[config.mk]
export PLATFORM = sky130hd
export DESIGN_NAME = spin_pos_sequencer
export DESIGN_NICKNAME = d
export VERILOG_FILES = /design/src/rtl/spin_pos_sequencer_pkg.sv /design/src/rtl/spin_pos_sequencer_tick_gen.sv /design/src/rtl/spin_pos_sequencer.sv
export SDC_FILE = /design/constraint.sdc
export NUM_CORES = 1
export LEC_CHECK = 0
export CORE_UTILIZATION = 43
export DETAILED_ROUTE_END_ITERATION = 10
export GPL_TIMING_DRIVEN = 0
export SLEW_MARGIN = 20
export SYNTH_ARGS = -nofsm -noshare
export SYNTH_HDL_FRONTEND = slang
export SYNTH_SLANG_ARGS = --single-unit
[constraint.sdc]
create_clock -name clk_i -period 2.6 [get_ports clk_i]
set_input_delay 0.65 -clock clk_i [delete_from_list [all_inputs] [get_ports clk_i]]
set_output_delay 0.65 -clock clk_i [all_outputs]
set_load 0.01 [all_outputs]
[src/rtl/spin_pos_sequencer_pkg.sv]
// ----------------------------------------------------------------------------
// spin_pos_sequencer_pkg
//   Shared constants for the LED spinner position sequencer: the default
//   number of spinner positions, the width of the position bus that feeds
//   the segment driver, and the encoding of the direction input.
//   No ports (package only).
// ----------------------------------------------------------------------------
package spin_pos_sequencer_pkg;

    // Default number of spinner positions (legal range 2..8).
    localparam int SPIN_NUM_POS = 6;

    // The segment driver takes a 3-bit position index.
    localparam int POS_W = 3;

    // Direction input encoding.
    localparam logic DIR_FWD = 1'b0;
    localparam logic DIR_REV = 1'b1;

endpackage : spin_pos_sequencer_pkg

[src/rtl/spin_pos_sequencer_tick_gen.sv]
// ----------------------------------------------------------------------------
// spin_pos_sequencer_tick_gen
//   Programmable prescaler. While enabled it counts down from period-1 and
//   raises a one-cycle tick when the count reaches zero, then reloads. The
//   period is max(BASE_DIV >> speed_i, 1), so a new speed only takes effect
//   at the next reload and a running count is never truncated.
//
// Ports
//   clk_i    in   1   system clock
//   rst_i    in   1   synchronous reset, active-high
//   en_i     in   1   1 = count, 0 = hold the counter at its reload value
//   speed_i  in   2   rate select
//   tick_o   out  1   high for the cycle in which the counter sits at zero
// ----------------------------------------------------------------------------
module spin_pos_sequencer_tick_gen
    import spin_pos_sequencer_pkg::*;
#(
    parameter int DIV_W    = 20,
    parameter int BASE_DIV = 1000000
) (
    input  logic       clk_i,
    input  logic       rst_i,
    input  logic       en_i,
    input  logic [1:0] speed_i,
    output logic       tick_o
);

    logic [DIV_W-1:0] cnt_q;
    logic [DIV_W-1:0] cnt_d;
    logic [DIV_W-1:0] reloadVal;

    // Reload value is period-1; a shifted-out period is clamped to 1 so the
    // fastest setting ticks every cycle instead of stalling.
    function automatic logic [DIV_W-1:0] periodMinusOne(input logic [1:0] speed);
        logic [DIV_W-1:0] period;
        period = DIV_W'(BASE_DIV) >> speed;
        if (period == '0) begin
            period = DIV_W'(1);
        end
        return period - DIV_W'(1);
    endfunction

    // Current reload value tracks speed_i combinationally; it is only
    // written into the counter at a reload point.
    always_comb begin
        reloadVal = periodMinusOne(speed_i);
    end

    // The tick is decoded from the current count so that the position
    // register advances on the same edge that reloads the counter.
    assign tick_o = en_i && (cnt_q == '0);

    // Next count: hold at reload while disabled, reload after a tick,
    // otherwise count down.
    always_comb begin
        cnt_d = cnt_q;
        if (!en_i || (cnt_q == '0)) begin
            cnt_d = reloadVal;
        end else begin
            cnt_d = cnt_q - DIV_W'(1);
        end
    end

    // Counter register; reset loads the reload value for the current speed.
    always_ff @(posedge clk_i) begin
        if (rst_i) begin
            cnt_q <= reloadVal;
        end else begin
            cnt_q <= cnt_d;
        end
    end

endmodule : spin_pos_sequencer_tick_gen

[src/rtl/spin_pos_sequencer.sv]
// ----------------------------------------------------------------------------
// spin_pos_sequencer
//   Rotating position index for the LED spinner. Steps the position through
//   0..NUM_POS-1 forward or backward, either at the prescaler rate or one
//   step per rising edge of step_i while free-running is disabled.
//
// Ports
//   clk_i    in   1   system clock
//   rst_i    in   1   synchronous reset, active-high, overrides everything
//   en_i     in   1   1 = free-running, 0 = hold / manual single-step
//   dir_i    in   1   0 = forward, 1 = reverse (sampled on the advancing edge)
//   speed_i  in   2   rate select, period = max(BASE_DIV >> speed_i, 1)
//   step_i   in   1   manual step request, rising edge used
//   pos_o    out  3   current position
//   step_o   out  1   one-cycle pulse registered with each position change
//   wrap_o   out  1   one-cycle pulse on the wrapping transition
// ----------------------------------------------------------------------------
module spin_pos_sequencer
    import spin_pos_sequencer_pkg::*;
#(
    parameter int NUM_POS  = SPIN_NUM_POS,
    parameter int DIV_W    = 20,
    parameter int BASE_DIV = 1000000
) (
    input  logic             clk_i,
    input  logic             rst_i,
    input  logic             en_i,
    input  logic             dir_i,
    input  logic [1:0]       speed_i,
    input  logic             step_i,
    output logic [POS_W-1:0] pos_o,
    output logic             step_o,
    output logic             wrap_o
);

    localparam logic [POS_W-1:0] LAST_POS = POS_W'(NUM_POS - 1);

    logic             tick;
    logic             mstep;
    logic             advance;
    logic             stepReq_q;
    logic [POS_W-1:0] pos_q;
    logic [POS_W-1:0] pos_d;
    logic             wrap_d;
    logic             stepPulse_q;
    logic             wrapPulse_q;

    spin_pos_sequencer_tick_gen #(
        .DIV_W    (DIV_W),
        .BASE_DIV (BASE_DIV)
    ) u_tickGen (
        .clk_i   (clk_i),
        .rst_i   (rst_i),
        .en_i    (en_i),
        .speed_i (speed_i),
        .tick_o  (tick)
    );

    // A manual step is a rising edge of step_i, honoured only while the
    // prescaler is disabled, so a held request produces a single step.
    assign mstep   = step_i && !stepReq_q && !en_i;
    assign advance = tick || mstep;

    // Next position with explicit compare-and-wrap in both directions, so the
    // index can never leave 0..NUM_POS-1.
    always_comb begin
        pos_d  = pos_q;
        wrap_d = 1'b0;
        if (advance) begin
            if (dir_i == DIR_REV) begin
                if (pos_q == '0) begin
                    pos_d  = LAST_POS;
                    wrap_d = 1'b1;
                end else begin
                    pos_d = pos_q - POS_W'(1);
                end
            end else begin
                if (pos_q == LAST_POS) begin
                    pos_d  = '0;
                    wrap_d = 1'b1;
                end else begin
                    pos_d = pos_q + POS_W'(1);
                end
            end
        end
    end

    // Position, edge-detector history and status strobes, all registered so
    // that no input reaches an output combinationally.
    always_ff @(posedge clk_i) begin
        if (rst_i) begin
            pos_q       <= '0;
            stepReq_q   <= 1'b0;
            stepPulse_q <= 1'b0;
            wrapPulse_q <= 1'b0;
        end else begin
            pos_q       <= pos_d;
            stepReq_q   <= step_i;
            stepPulse_q <= advance;
            wrapPulse_q <= wrap_d;
        end
    end

    assign pos_o  = pos_q;
    assign step_o = stepPulse_q;
    assign wrap_o = wrapPulse_q;

endmodule : spin_pos_sequencer

Word level (Yosys, flattened, before mapping)
Index checks and enable logic that the tools add are counted.
Cells by class
  add/sub/neg operators: 4
  multiply operators: 0
  divide/modulo/power cells: 0
  magnitude comparators: 0
  equality and inequality tests: 1
  shifts and indexed selects: 1
  muxes and demuxes: 9
  bitwise gates (word level): 1
  reduce and logical (&&, ||, !) cells: 11
Operator list (count)
  2-to-1 mux 20 bit: 3
  zero test 20 bit: 2
  subtractor 20 x 1 -> 20 bit, second input constant: 2
  right shift 20 x 2 -> 20 bit, first input constant: 1
  2-to-1 mux 3 bit: 3
  adder 3 x 1 -> 3 bit, second input constant: 1
  == test 3 bit, second input constant: 1
  logical AND 1 bit: 3
  zero test 3 bit: 1
  2-to-1 mux 1 bit: 3
  subtractor 3 x 1 -> 3 bit, second input constant: 1
  zero test 1 bit: 2
  logical OR 1 bit: 2
  OR reduction 2 bit: 1
  inverter 1 bit: 1
Storage, ports and cells
  register bits: 26
  latch bits: 0
  memory bits (writable): 0
  memory bits (read-only): 0
  input bits: 7
  output and inout port bits: 5
  logic and storage cells: 32
  memories: 0

Logic depth before layout (Yosys ltp)
  depth in word-level cells: 6
  mapped depth: 8
  mapped depth without buffers: 7

By module
A second synthesis with hierarchy kept.
Second synthesis, totals
  cell total of the unflattened synthesis: 162
  area, all modules: 1471.4 um^2
By module, submodules not included
  spin_pos_sequencer_tick_gen: times used 1, cells an instance 129, area an instance 1158.6 um^2
  spin_pos_sequencer: times used 1, cells an instance 33, area an instance 312.8 um^2

Worst setup path before layout
No wires, ideal clock.
  path kind: register -> register
  start point: reg u_tickGen.cnt_q[16]
  end point: reg u_tickGen.cnt_q[16]
  setup time: 0.120 ns
  arrival: 1.935 ns
  data required time: 2.480 ns
  slack: 0.544 ns
  cell stages (with the launch flop): 7
  clock period less this slack: 2.056 ns
  cell sequence: dfxtp_1 > or4_4 > or4_4 > o211a_1 > buf_6 > nor3_1 > a21oi_1
On the way
  longest elaborated chain between the ends: 4
RTL lines
  start, declared: RTL line spin_pos_sequencer_tick_gen.sv:28  | logic [DIV_W-1:0] cnt_q;
  start signal, assigned: RTL line spin_pos_sequencer_tick_gen.sv:67  | cnt_q <= reloadVal;
  start signal, assigned: RTL line spin_pos_sequencer_tick_gen.sv:69  | cnt_q <= cnt_d;
  parallel branches: the longest is 2 deep, another holds subtractor 20 x 1 -> 20 bit
  2-to-1 mux 20 bit (*): RTL line spin_pos_sequencer_tick_gen.sv:57  | if (!en_i || (cnt_q == '0)) begin
  2-to-1 mux 20 bit (*): RTL line spin_pos_sequencer_tick_gen.sv:66  | if (rst_i) begin
Every way passes the cells marked *.
A chain may end at the register's enable or synchronous reset.

Worst setup path after layout
  start point: reg u_tickGen.cnt_q[13]
  end point: reg u_tickGen.cnt_q[5]
On the way
  longest elaborated chain between the ends: 4
RTL lines (RTL line)
  zero test 20 bit: spin_pos_sequencer_tick_gen.sv:57
  logical OR 1 bit: spin_pos_sequencer_tick_gen.sv:57
  2-to-1 mux 20 bit: spin_pos_sequencer_tick_gen.sv:57
  2-to-1 mux 20 bit: spin_pos_sequencer_tick_gen.sv:66
No other way between the ends.

==> summary.md <==
| Metric | Value |
|---|---|
| Place WS | 231 ps |
| Clk sink count | 26 |
| CORE AREA | 0.00305 sq mm |
| Most used DFF post-synth | dfxtp_1 |
| Die height | 58.8 um |
| Max Root-Sink Buffers | 2 |
| Area growth syn-to-layout | 14.5% |
| Root buffer cell | clkbuf_4 |
| Reg clk slew, reported paths | 150 ps |
| Setup Skew | 11.3 ps |
| Syn nets | ~180 |
| Dpl hpwl | 2.07 mm |
| Worst Path Max Fanout | 10 |
| Unique cell type count in the Yosys netlist | 33 |
| Reg2Reg Depth | 6 |
| CP endpoint kind | flop |
| LEAKAGE | 0.599 nW |
| Initial antenna violation count | 0 |
| Mapped Cells | 158 |
| Unrepaired setup endpoints after global routing | false |
| Input/output buffers | 11 |
| Final weighted congestion in routability-driven placement | 0.794 |
| CTS Buf Count | 3 |
| Post-CTS Resized | 0 |
| Minimum clock period | ~2200 ps |
| Routed Antenna Nets | 0 |
| Post-synthesis sequential area ratio | 0.375 |
| Share of cells above drive strength 1 | 0.0578 |
| Post-CTS Setup Bufs | 0 |
| Max-slew headroom | 0.562 |
| Crit path top cell by count | or4_4 |
| Htree depth | 1 |
| Routed WL per cell | approximately 13 um |
| Most common cell after layout, fill and taps aside | dfxtp_1 |
| Setup TNS | 0 ps |
| Gr usage total | 0.180 |
| Post-CTS Hold Buffers | 0 |
| Initial Util | 0.455 |
| Status | finished, final reports clean |
| Worst slew pin tran | 652 ps |
| Pwr/cell area | 487 mW/mm^2 |
| I/O pins | 12 |
| Synth Register Bits | 26 |
| Diodes inserted | 0 |
| Global-route wire length before repair | approximately 4.7 mm |
| Final global-route overflow total | 0 |
| TritonCTS clock tree | yes |
| First drt pass iteration count | 4 |
| Final setup margin | 356 ps |
| Synthesized area | 0.00139 sq mm |
| Total Nets Final | 193 |
| Hold depth | 1 |
| Slew Viols, Final | 0 |
| Critical path required time | 2810 ps |
| CP max stage cell | or4_4 |
| Hold Path Class | flop to flop |
| First-iteration detailed-routing DRC count | 52 |
| DRC violations left | 0 |
| Crit path cell chain | or4_4, or4_4, o211a_1, buf_6, nor2_1, a21oi_1 |
| Die ar. | about 0.0035 sq mm |
| Max rail drop VDD | 398 uV |
| Commonest non-fill, non-tap cells in the layout | 26 x dfxtp_1, 17 x nor2_1, 14 x xnor2_1 |
| Chip width | 58.8 um |
| Vias per Instance | just over 5 |
| Max Cap Viol | 0 |
| Vias post-DR | 1127 |
| Post-synth EDFFs | 0 |
| Yosys warns | 0 |
| Row count | 20 |
| Mapped Avg Cell Area | 8.79 sq um |
| Final Instance Area | 0.00159 sq mm |
| Post-synthesis async set-or-reset flop share | 0 |
| Critical path type | flop to flop |
| # setup viols final | 0 |
| CP peak stage delay | 520 ps |
| Final worst path period share | 0.863 |
| Placed inst area | 0.00155 sq mm |
| Fmax | 446 MHz |
| Vias in the first global route | 1081 |
| Critical path arrival | roughly 2500 ps |
| Worst-Skew Late Latency | 320 ps |
| Pin count of the biggest net entering global routing | 15 |
| Startpoint class of the critical path | flop |
| Final wirelength | about 2.8 mm |
| Pwr Total | 0.000774 W |
| Final hold violations | 0 |
-- kinds of logic (layout without fill, tap and decap cells) --
family                   Yosys count  in the layout  synth area share
multiplexers                       4              4            0.0288
AND/OR/NAND/NOR                   60             60             0.223
flip-flops                        26             26             0.375
buffers and inverters             12             27            0.0441
XOR/XNOR                          16             16             0.101
AO/OA/AOI/OAI                     28             28             0.121
adder cells (fa/ha/maj)           12             12             0.108
-- critical path, delay by kind of cell, from the launching register on --
kind | cells | cell delay, ps
DFF | 1 | 390
AOI/OAI and AO/OA | 2 | 330
buffers and inverters | 1 | 150
and+or+nand+nor | 3 | 1260
-- final cells by class --
type,instances,area [sq um]
Sequential cell,26,520
Tap cell,44,55.1
Inverter,8,30.0
Multi-Input combinational cell,120,807
Fill cell,304,1460
Buffer,4,31.3
Clock buffer,4,36.3
Timing Repair Buffer,11,110
-- where the power goes --
part | internal, W | switching (W)
sequential | 0.000427 | 0.0000252
combinational | 0.0000565 | 0.0000614
clock | 0.0000856 | 0.000119
total | 0.000569 | 0.000205
-- state kept, by name, indices dropped and copies added (netlist names) --
name             count
pos_o                3
stepReq_q            1
step_o               1
u_tickGen.cnt_q     20
wrap_o               1
-- per-stage QoR --
step	utilization	hold slack (ps)	instances
after CTS	0.521	434	217
after global routing	0.521	467	217
after detailed placement	0.509	402	213
after floorplan	-	384	158
final	0.521	432	217
after global placement	0.509	399	213
-- synthesized netlist by cell type (all sizes together), types with 2 or more instances --
cell type	number	area share
o31ai	2	0.011
mux2i	4	0.029
nor4	2	0.0090
dfxtp	26	0.37
nand3	2	0.0072
inv	8	0.022
or4	2	0.016
nand4b	2	0.013
nor2b	3	0.014
nand4	2	0.0090
or3	3	0.014
nand2	11	0.030
nor3	12	0.043
buf	3	0.020
xnor2	14	0.088
xor2	2	0.013
o21ai	6	0.022
a21oi	12	0.043
nor2	17	0.046
ha	12	0.11
a31oi	2	0.0090
-- layer usage --
metal  vias to the layer above  track usage  share of wire
met2                        17        0.325           0.47
met4                         0       0.0306         0.0076
li1                        583            -              -
met3                         2       0.0462          0.028
met5                         -            0              0
met1                       525        0.218           0.50
-- path summary, 6_finish.rpt --
kind / startpoint / to / slack (ps)
max reg2reg: u_tickGen.cnt_q[13] / u_tickGen.cnt_q[5] / 360
max: u_tickGen.cnt_q[13] / u_tickGen.cnt_q[5] / 360
min reg2reg: u_tickGen.cnt_q[0] / u_tickGen.cnt_q[0] / 430
min: u_tickGen.cnt_q[0] / u_tickGen.cnt_q[0] / 430
(Power assumes the default switching activity.)
